<file path="src/rtl/svc_rv_mem_arbiter.sv">
// svc_rv_mem_arbiter
// Shares one in-order memory read channel between instruction fetch (I) and
// data load (D). Load requests have priority. A starvation counter forces an
// I grant after STARVE_MAX consecutive D grants while I is waiting. A small
// owner FIFO records who issued each outstanding read, so that every in-order
// response is routed back to its owner. A pipeline flush discards the fetch
// responses that are still in flight.
//
// Ports:
//   clk, rst_n                       clock, asynchronous active-low reset
//   i_arvalid/i_arready/i_araddr     fetch request channel
//   i_rvalid/i_rdata                 fetch response channel
//   i_flush                          discard fetch responses in flight
//   d_arvalid/d_arready/d_araddr     load request channel
//   d_rvalid/d_rdata                 load response channel
//   m_arvalid/m_arready/m_araddr     shared memory request channel
//   m_rvalid/m_rdata                 shared memory response channel (in order)
//   outstanding                      number of reads in flight (registered)
//   err                              sticky: response arrived with none in flight
module svc_rv_mem_arbiter #(
    parameter int unsigned DEPTH      = 4,
    parameter int unsigned STARVE_MAX = 4
) (
    input  logic                         clk,
    input  logic                         rst_n,
    input  logic                         i_arvalid,
    output logic                         i_arready,
    input  logic [31:0]                  i_araddr,
    output logic                         i_rvalid,
    output logic [31:0]                  i_rdata,
    input  logic                         i_flush,
    input  logic                         d_arvalid,
    output logic                         d_arready,
    input  logic [31:0]                  d_araddr,
    output logic                         d_rvalid,
    output logic [31:0]                  d_rdata,
    output logic                         m_arvalid,
    input  logic                         m_arready,
    output logic [31:0]                  m_araddr,
    input  logic                         m_rvalid,
    input  logic [31:0]                  m_rdata,
    output logic [$clog2(DEPTH+1)-1:0]   outstanding,
    output logic                         err
);

    localparam int unsigned PTR_W = $clog2(DEPTH);
    localparam int unsigned CNT_W = $clog2(DEPTH + 1);
    localparam int unsigned STV_W = $clog2(STARVE_MAX + 1);

    // One owner-FIFO slot: who issued the read and whether its data is dropped
    typedef struct packed {
        logic owner_d;
        logic discard;
    } owner_entry_t;

    owner_entry_t           fifo_q [DEPTH];
    logic [PTR_W-1:0]       wr_ptr_q;
    logic [PTR_W-1:0]       rd_ptr_q;
    logic [STV_W-1:0]       starve_q;

    logic                   full_c;
    logic                   empty_c;
    logic                   sel_d_c;
    logic                   sel_i_c;
    logic                   push_c;
    logic                   pop_c;
    owner_entry_t           head_c;

    // Arbitration, request routing and response routing
    always_comb begin
        full_c    = (outstanding == CNT_W'(DEPTH));
        empty_c   = (outstanding == CNT_W'(0));
        sel_d_c   = d_arvalid && (!i_arvalid || (starve_q < STV_W'(STARVE_MAX)));
        sel_i_c   = !sel_d_c && i_arvalid;

        m_arvalid = (i_arvalid || d_arvalid) && !full_c;
        m_araddr  = sel_d_c ? d_araddr : i_araddr;
        d_arready = sel_d_c && !full_c && m_arready;
        i_arready = sel_i_c && !full_c && m_arready;
        push_c    = m_arvalid && m_arready;

        // A response with nothing in flight is an error, never a pop
        pop_c     = m_rvalid && !empty_c;
        head_c    = fifo_q[rd_ptr_q];
        d_rvalid  = pop_c && head_c.owner_d;
        // A flush in the pop cycle also suppresses the fetch being returned
        i_rvalid  = pop_c && !head_c.owner_d && !head_c.discard && !i_flush;

        i_rdata   = m_rdata;
        d_rdata   = m_rdata;
    end

    // Owner FIFO storage; flush marks every fetch slot, a push rewrites its slot
    always_ff @(posedge clk or negedge rst_n) begin
        if (!rst_n) begin
            for (int unsigned k = 0; k < DEPTH; k++) begin
                fifo_q[PTR_W'(k)] <= '0;
            end
        end else begin
            if (i_flush) begin
                for (int unsigned k = 0; k < DEPTH; k++) begin
                    if (!fifo_q[PTR_W'(k)].owner_d) begin
                        fifo_q[PTR_W'(k)].discard <= 1'b1;
                    end
                end
            end
            // Later assignment wins: a fetch accepted in the flush cycle survives
            if (push_c) begin
                fifo_q[wr_ptr_q] <= '{owner_d: sel_d_c, discard: 1'b0};
            end
        end
    end

    // Pointers, occupancy and sticky error
    always_ff @(posedge clk or negedge rst_n) begin
        if (!rst_n) begin
            wr_ptr_q    <= '0;
            rd_ptr_q    <= '0;
            outstanding <= '0;
            err         <= 1'b0;
        end else begin
            if (push_c) begin
                wr_ptr_q <= wr_ptr_q + PTR_W'(1);
            end
            if (pop_c) begin
                rd_ptr_q <= rd_ptr_q + PTR_W'(1);
            end
            if (push_c && !pop_c) begin
                outstanding <= outstanding + CNT_W'(1);
            end else if (!push_c && pop_c) begin
                outstanding <= outstanding - CNT_W'(1);
            end
            if (m_rvalid && empty_c) begin
                err <= 1'b1;
            end
        end
    end

    // Starvation counter: counts D grants that bypassed a waiting fetch
    always_ff @(posedge clk or negedge rst_n) begin
        if (!rst_n) begin
            starve_q <= '0;
        end else if (!i_arvalid) begin
            starve_q <= '0;
        end else if (push_c) begin
            if (sel_i_c) begin
                starve_q <= '0;
            end else if (starve_q != STV_W'(STARVE_MAX)) begin
                starve_q <= starve_q + STV_W'(1);
            end
        end
    end

endmodule

</file>
<file path="config.mk">
export PLATFORM = sky130hd
export DESIGN_NAME = svc_rv_mem_arbiter
export DESIGN_NICKNAME = d
export VERILOG_FILES = /design/src/rtl/svc_rv_mem_arbiter.sv
export SDC_FILE = /design/constraint.sdc
export NUM_CORES = 1
export LEC_CHECK = 0
export BUFFER_PORTS_ARGS = -buffer_cell sky130_fd_sc_hd__buf_4
export CORE_AREA = 2 2 81 83
export CTS_BUF_LIST = sky130_fd_sc_hd__clkbuf_4 sky130_fd_sc_hd__clkbuf_8
export DETAILED_ROUTE_END_ITERATION = 8
export DIE_AREA = 0 0 83 85
export PLACE_DENSITY = 0.73
export SYNTH_ARGS = -nofsm -noshare
export SYNTH_HDL_FRONTEND = slang
export SYNTH_SLANG_ARGS = --single-unit
</file>
<file path="constraint.sdc">
create_clock -name clk -period 5.7 [get_ports clk]
set_input_delay 0 -clock clk [delete_from_list [all_inputs] [get_ports clk]]
set_output_delay 0 -clock clk [all_outputs]
set_load 0.01 [all_outputs]
</file>
Word level (Yosys, flattened, before mapping)
Index checks and enable logic that the tools add are counted.
{"block": "word_totals", "word_cells": 81, "out_inout_bits": 105, "in_bits": 103, "register_bits": 19}
{"block": "classes", "n_reduce_logical": 31, "n_mux": 22, "eq_ne": 4, "bitwise": 2, "n_lt_le_gt_ge": 4, "add_sub_neg": 5}
{"cell": "$mux 32", "count": 1}
{"cell": "$mux 3", "count": 6}
{"cell": "$logic_and 1x1->1", "count": 17}
{"cell": "$logic_not 1->1", "count": 9}
{"cell": "$bwmux 8", "count": 1}
{"cell": "$mux 1", "count": 8}
{"cell": "$mux 7", "count": 1}
{"cell": "$add 3x1->3 const B", "count": 2}
{"cell": "$ge 3x3->1 const B", "count": 2}
{"cell": "$mux 2", "count": 3}
{"cell": "$not 2->3", "count": 2}
{"cell": "$add 2x1->2 const B", "count": 2}
{"cell": "$bmux 2 s2", "count": 1}
{"cell": "$demux 2 s2", "count": 1}
{"cell": "$eq 3x3->1 const B", "count": 1}
{"cell": "$logic_not 3->1", "count": 1}
{"cell": "$lt 3x1->1 const B", "count": 1}
{"cell": "$lt 3x3->1 const B", "count": 1}
{"cell": "$ne 3x1->1 const B", "count": 1}
{"cell": "$ne 3x3->1 const B", "count": 1}
{"cell": "$sub 3x1->3 const B", "count": 1}
{"cell": "$logic_or 1x1->1", "count": 2}
{"cell": "$ne 2x1->1 const B", "count": 1}
{"cell": "$reduce_and 2->1", "count": 1}
{"cell": "$reduce_bool 2->1", "count": 1}

Depth between registers and ports, before layout
{"block": "logic_depth", "depth_word": 8, "ltp_mapped": 9, "depth_no_buf": 8}

Least setup slack after synthesis
Ideal clock, no wire load.
{"block": "synth_timing", "kind": "register to register", "from": "register outstanding[0]", "to": "register outstanding[2]", "stages_incl_launch_ff": 9, "required_ns": 5.621, "path_buffers": 0, "period_less_slack_ns": 2.014, "setup_ns": 0.079, "setup_slack_ns": 3.686, "t_arrival_ns": 1.935, "path_cell_list": "dfrtp_1 nor3_1 nand2b_1 ha_1 inv_1 fa_1 xor2_1 nor2_1 xor2_1"}
{"block": "synth_between", "elab_chain_len": 7, "word_cells_on_any_way": 16, "classes_between": "2 x add/sub; 1 x eq/ne; 2 x mux; 11 x reduce/logical"}
{"element": "start: declaration", "line_no": "42", "source": "output logic [$clog2(DEPTH+1)-1:0] outstanding,"}
{"element": "start signal: assignment", "line_no": "129", "source": "outstanding <= outstanding + CNT_W'(1);"}
{"element": "start signal: assignment", "line_no": "131", "source": "outstanding <= outstanding - CNT_W'(1);"}
{"element": "parallel branches: the longest is 7 deep, another holds $sub 3x1->3"}
Several ways; the timed one is not identified. The select of a mux whose other input is x is not followed.
A chain may end at the register's enable or synchronous reset.

Worst setup path in the final report
Same ends and word-level chain as after synthesis.

==> impl_metrics.toml <==
[synthesis]
yosysSeqAreaShare = 0.251
yosysUniqueCellTypes = 26
avgSynthCellArea_um2 = 9.75
yosysTopAreaCell = "buf_4"
yosysMostFrequentCell = "buf_4"
syn_area_mm2 = 0.00189
synth_edf_count = 0
yosysWarnings = 0
synth_seq_cells = 19
synthTopCellsByArea = "buf_4, dfrtp_1, mux2_2"
synth_top_area_frac = 0.258
syn_nets = 305
ys.flop_type = "dfrtp_1"
synthTopCellsByCount = "buf_4, mux2_2, dfrtp_1, inv_1"
synth_cells = 194
synthArstFlopShare = 1.00

[cells_and_area]
final_util = 0.386
nFillCells = 609
fin_nets = 354
syn_to_final_growth_pct = 26.5
drive_above_1_share = 0.657
diodes = 0

[floorplanning]
boundaryPins = 208
dieHeight_um = 85
initial_core_util = 0.305
dieArea_mm2 = 0.00706
rows = 29
die_width_um = 83
core_region_area_mm2 = 0.00620

[global_route]
antenna_found_initial = 0
grt_max_degree = 39
grt_overflow_total = 0
grt_pass1_vias = 1467
grt_pass1_wl_mm = 7.01
grt_usage = 0.120

[critical_path]
endpoint_kind = "flop"
cp_common_cell = "xor2_1"
ff2ff_path_depth = 8
crit_required_ns = 5.87
path_class = "flop to flop"
startpoint_type = "flop"
r2r_start = "outstanding[0]$_DFFE_PN0P_"
crit_chain = "nor3_1, nand2b_1, ha_1, inv_1, fa_1, xor2_1, nor2_1, xor2_1"
max_stage_delay_ns = 0.48
r2r_slack_ns = 3.49
arrival_ns = 2.38
reg2reg_to = "outstanding[2]$_DFFE_PN0P_"
critPathSlowestCell = "dfrtp_1"
critPathMaxFanout = 6

[cts]
cts_root_buf = "clkbuf_8"
htree_levels = 1
postCtsHoldBufs = 2
cts_sinks = 19
clk_latency_ns = 0.25
postCtsSetupBuffers = 0
clockBufferDepth = 2
cts_resized = 0
cts_tree = "done"
clkTransAtPathRegs_ns = 0.06
numCtsBuffers = 3

[timing]
setup_tns_ns = 0
skew_ns = 0.00454
min_period_over_period = 0.388
setup_viol = 0
grt_setup_unrepaired = "false"
max_slew_margin = 0.209
report.final.hold_viol_count = 0
slew_violations = 0
worst_hold_slack_ns = 0.00000490
tightest_slew_ns = 1.18
fmax_ghz = 0.453
timing.final.crit_period_ns = 2.21

[worst_hold_path]
worstHoldEndpoint = "d_rdata[25]"
hold_class = "input pin to primary output"
hold_depth = 0
hold_start = "m_rdata[25]"

[power_and_ir_drop]
p_per_area_mw_per_mm2 = 287
cellLeakagePower_uw = 0.00115
vdd_drop_max_uv = 276
totalPowerFinal_uw = 688

[drt]
wl_per_cell_um = 14.4
vias = 1408
drt-total-wl_mm = 4.60
detail-route-antenna-nets = 0
drtIter0Drc = 17
vias_per_cell = 4.41
drc_errors = 0
firstDrtPassIters = 4

[placement]
port_buffers = 111
gp_congestion = 0.768
detailed_place_hpwl_mm = 3.87

[run]
maxCapViolCount = 0

[run_status]
outcome = "finished clean"
-- cell families (layout without fill, tap and decap cells) --
kind of cell	after synthesis	in the layout	synth area share
XOR/XNOR	6	6	0.0278
AO/OA/AOI/OAI	12	12	0.0344
adder cells (fa/ha/maj)	8	8	0.0569
multiplexers	40	40	0.250
AND/OR/NAND/NOR	29	29	0.0887
buffers and inverters	80	128	0.291
flip-flops	19	19	0.251
-- through the flow --
step	cells	worst slack [ns]	area [um2]
CTS	319	3.47	2390
floorplan	194	3.69	1890
finish	319	3.49	2390
global route	319	3.26	2390
detailed placement	313	3.50	2320
global placement	313	3.61	2320
-- flip-flops by register name, summed over array words and instances, names as in the netlist --
| name | flops |
|---|---|
| wr_ptr_q | 2 |
| rd_ptr_q | 2 |
| err | 1 |
| outstanding | 3 |
| starve_q | 3 |
| fifo_q | 8 |
-- worst max-delay path, delay by kind of cell, from the launching register on --
family / cells / cell delay (ns)
AND/OR/NAND/NOR: 3 / 0.68
buffers and inverters: 1 / 0.06
adder cells (fa/ha/maj): 2 / 0.59
XOR/XNOR: 2 / 0.32
flip-flops: 1 / 0.48
-- layout by cell type, fill, tap and decap left out, types with 4 or more instances in the layout --
cell	count
nor3_1	5
mux2_2	38
dfrtp_1	19
xnor2_1	4
buf_4	111
nand2_1	4
a21oi_1	7
nor2_1	7
inv_1	11
ha_1	7
-- worst max-delay path by stage --
| stage | from | end | slack, ns |
|---|---|---|---|
| after floorplan | outstanding[0]$_DFFE_PN0P_ | outstanding[2]$_DFFE_PN0P_ | 3.69 |
| after global placement | outstanding[0]$_DFFE_PN0P_ | outstanding[2]$_DFFE_PN0P_ | 3.61 |
| after detailed placement | outstanding[0]$_DFFE_PN0P_ | outstanding[2]$_DFFE_PN0P_ | 3.50 |
| after CTS | outstanding[0]$_DFFE_PN0P_ | outstanding[2]$_DFFE_PN0P_ | 3.47 |
| after global routing | outstanding[0]$_DFFE_PN0P_ | outstanding[2]$_DFFE_PN0P_ | 3.26 |
| final | outstanding[0]$_DFFE_PN0P_ | outstanding[2]$_DFFE_PN0P_ | 3.49 |
-- metal layers --
metal / track usage / vias up / share of wire
met4: 0.0462 / 0 / 0.017
met2: 0.214 / 58 / 0.55
met5: 0 / - / 0
met1: 0.140 / 650 / 0.36
met3: 0.0302 / 22 / 0.073
li1: - / 678 / -
-- where the power goes --
part | internal [uW] | switching [uW]
Sequential | 192 | 59.9
Clock | 54.3 | 40.6
Combinational | 203 | 138
-- layout make-up --
cell class              count  area, um2  area share
clock buffers               4       48.8      0.0204
flip-flops and latches     19        475       0.199
repair buffers            113        853       0.357
well taps                  77       96.3      0.0403
inverters                  11       41.3      0.0173
multi-input cells          95        877       0.367
No activity file was read; power rests on OpenSTA's default activity.
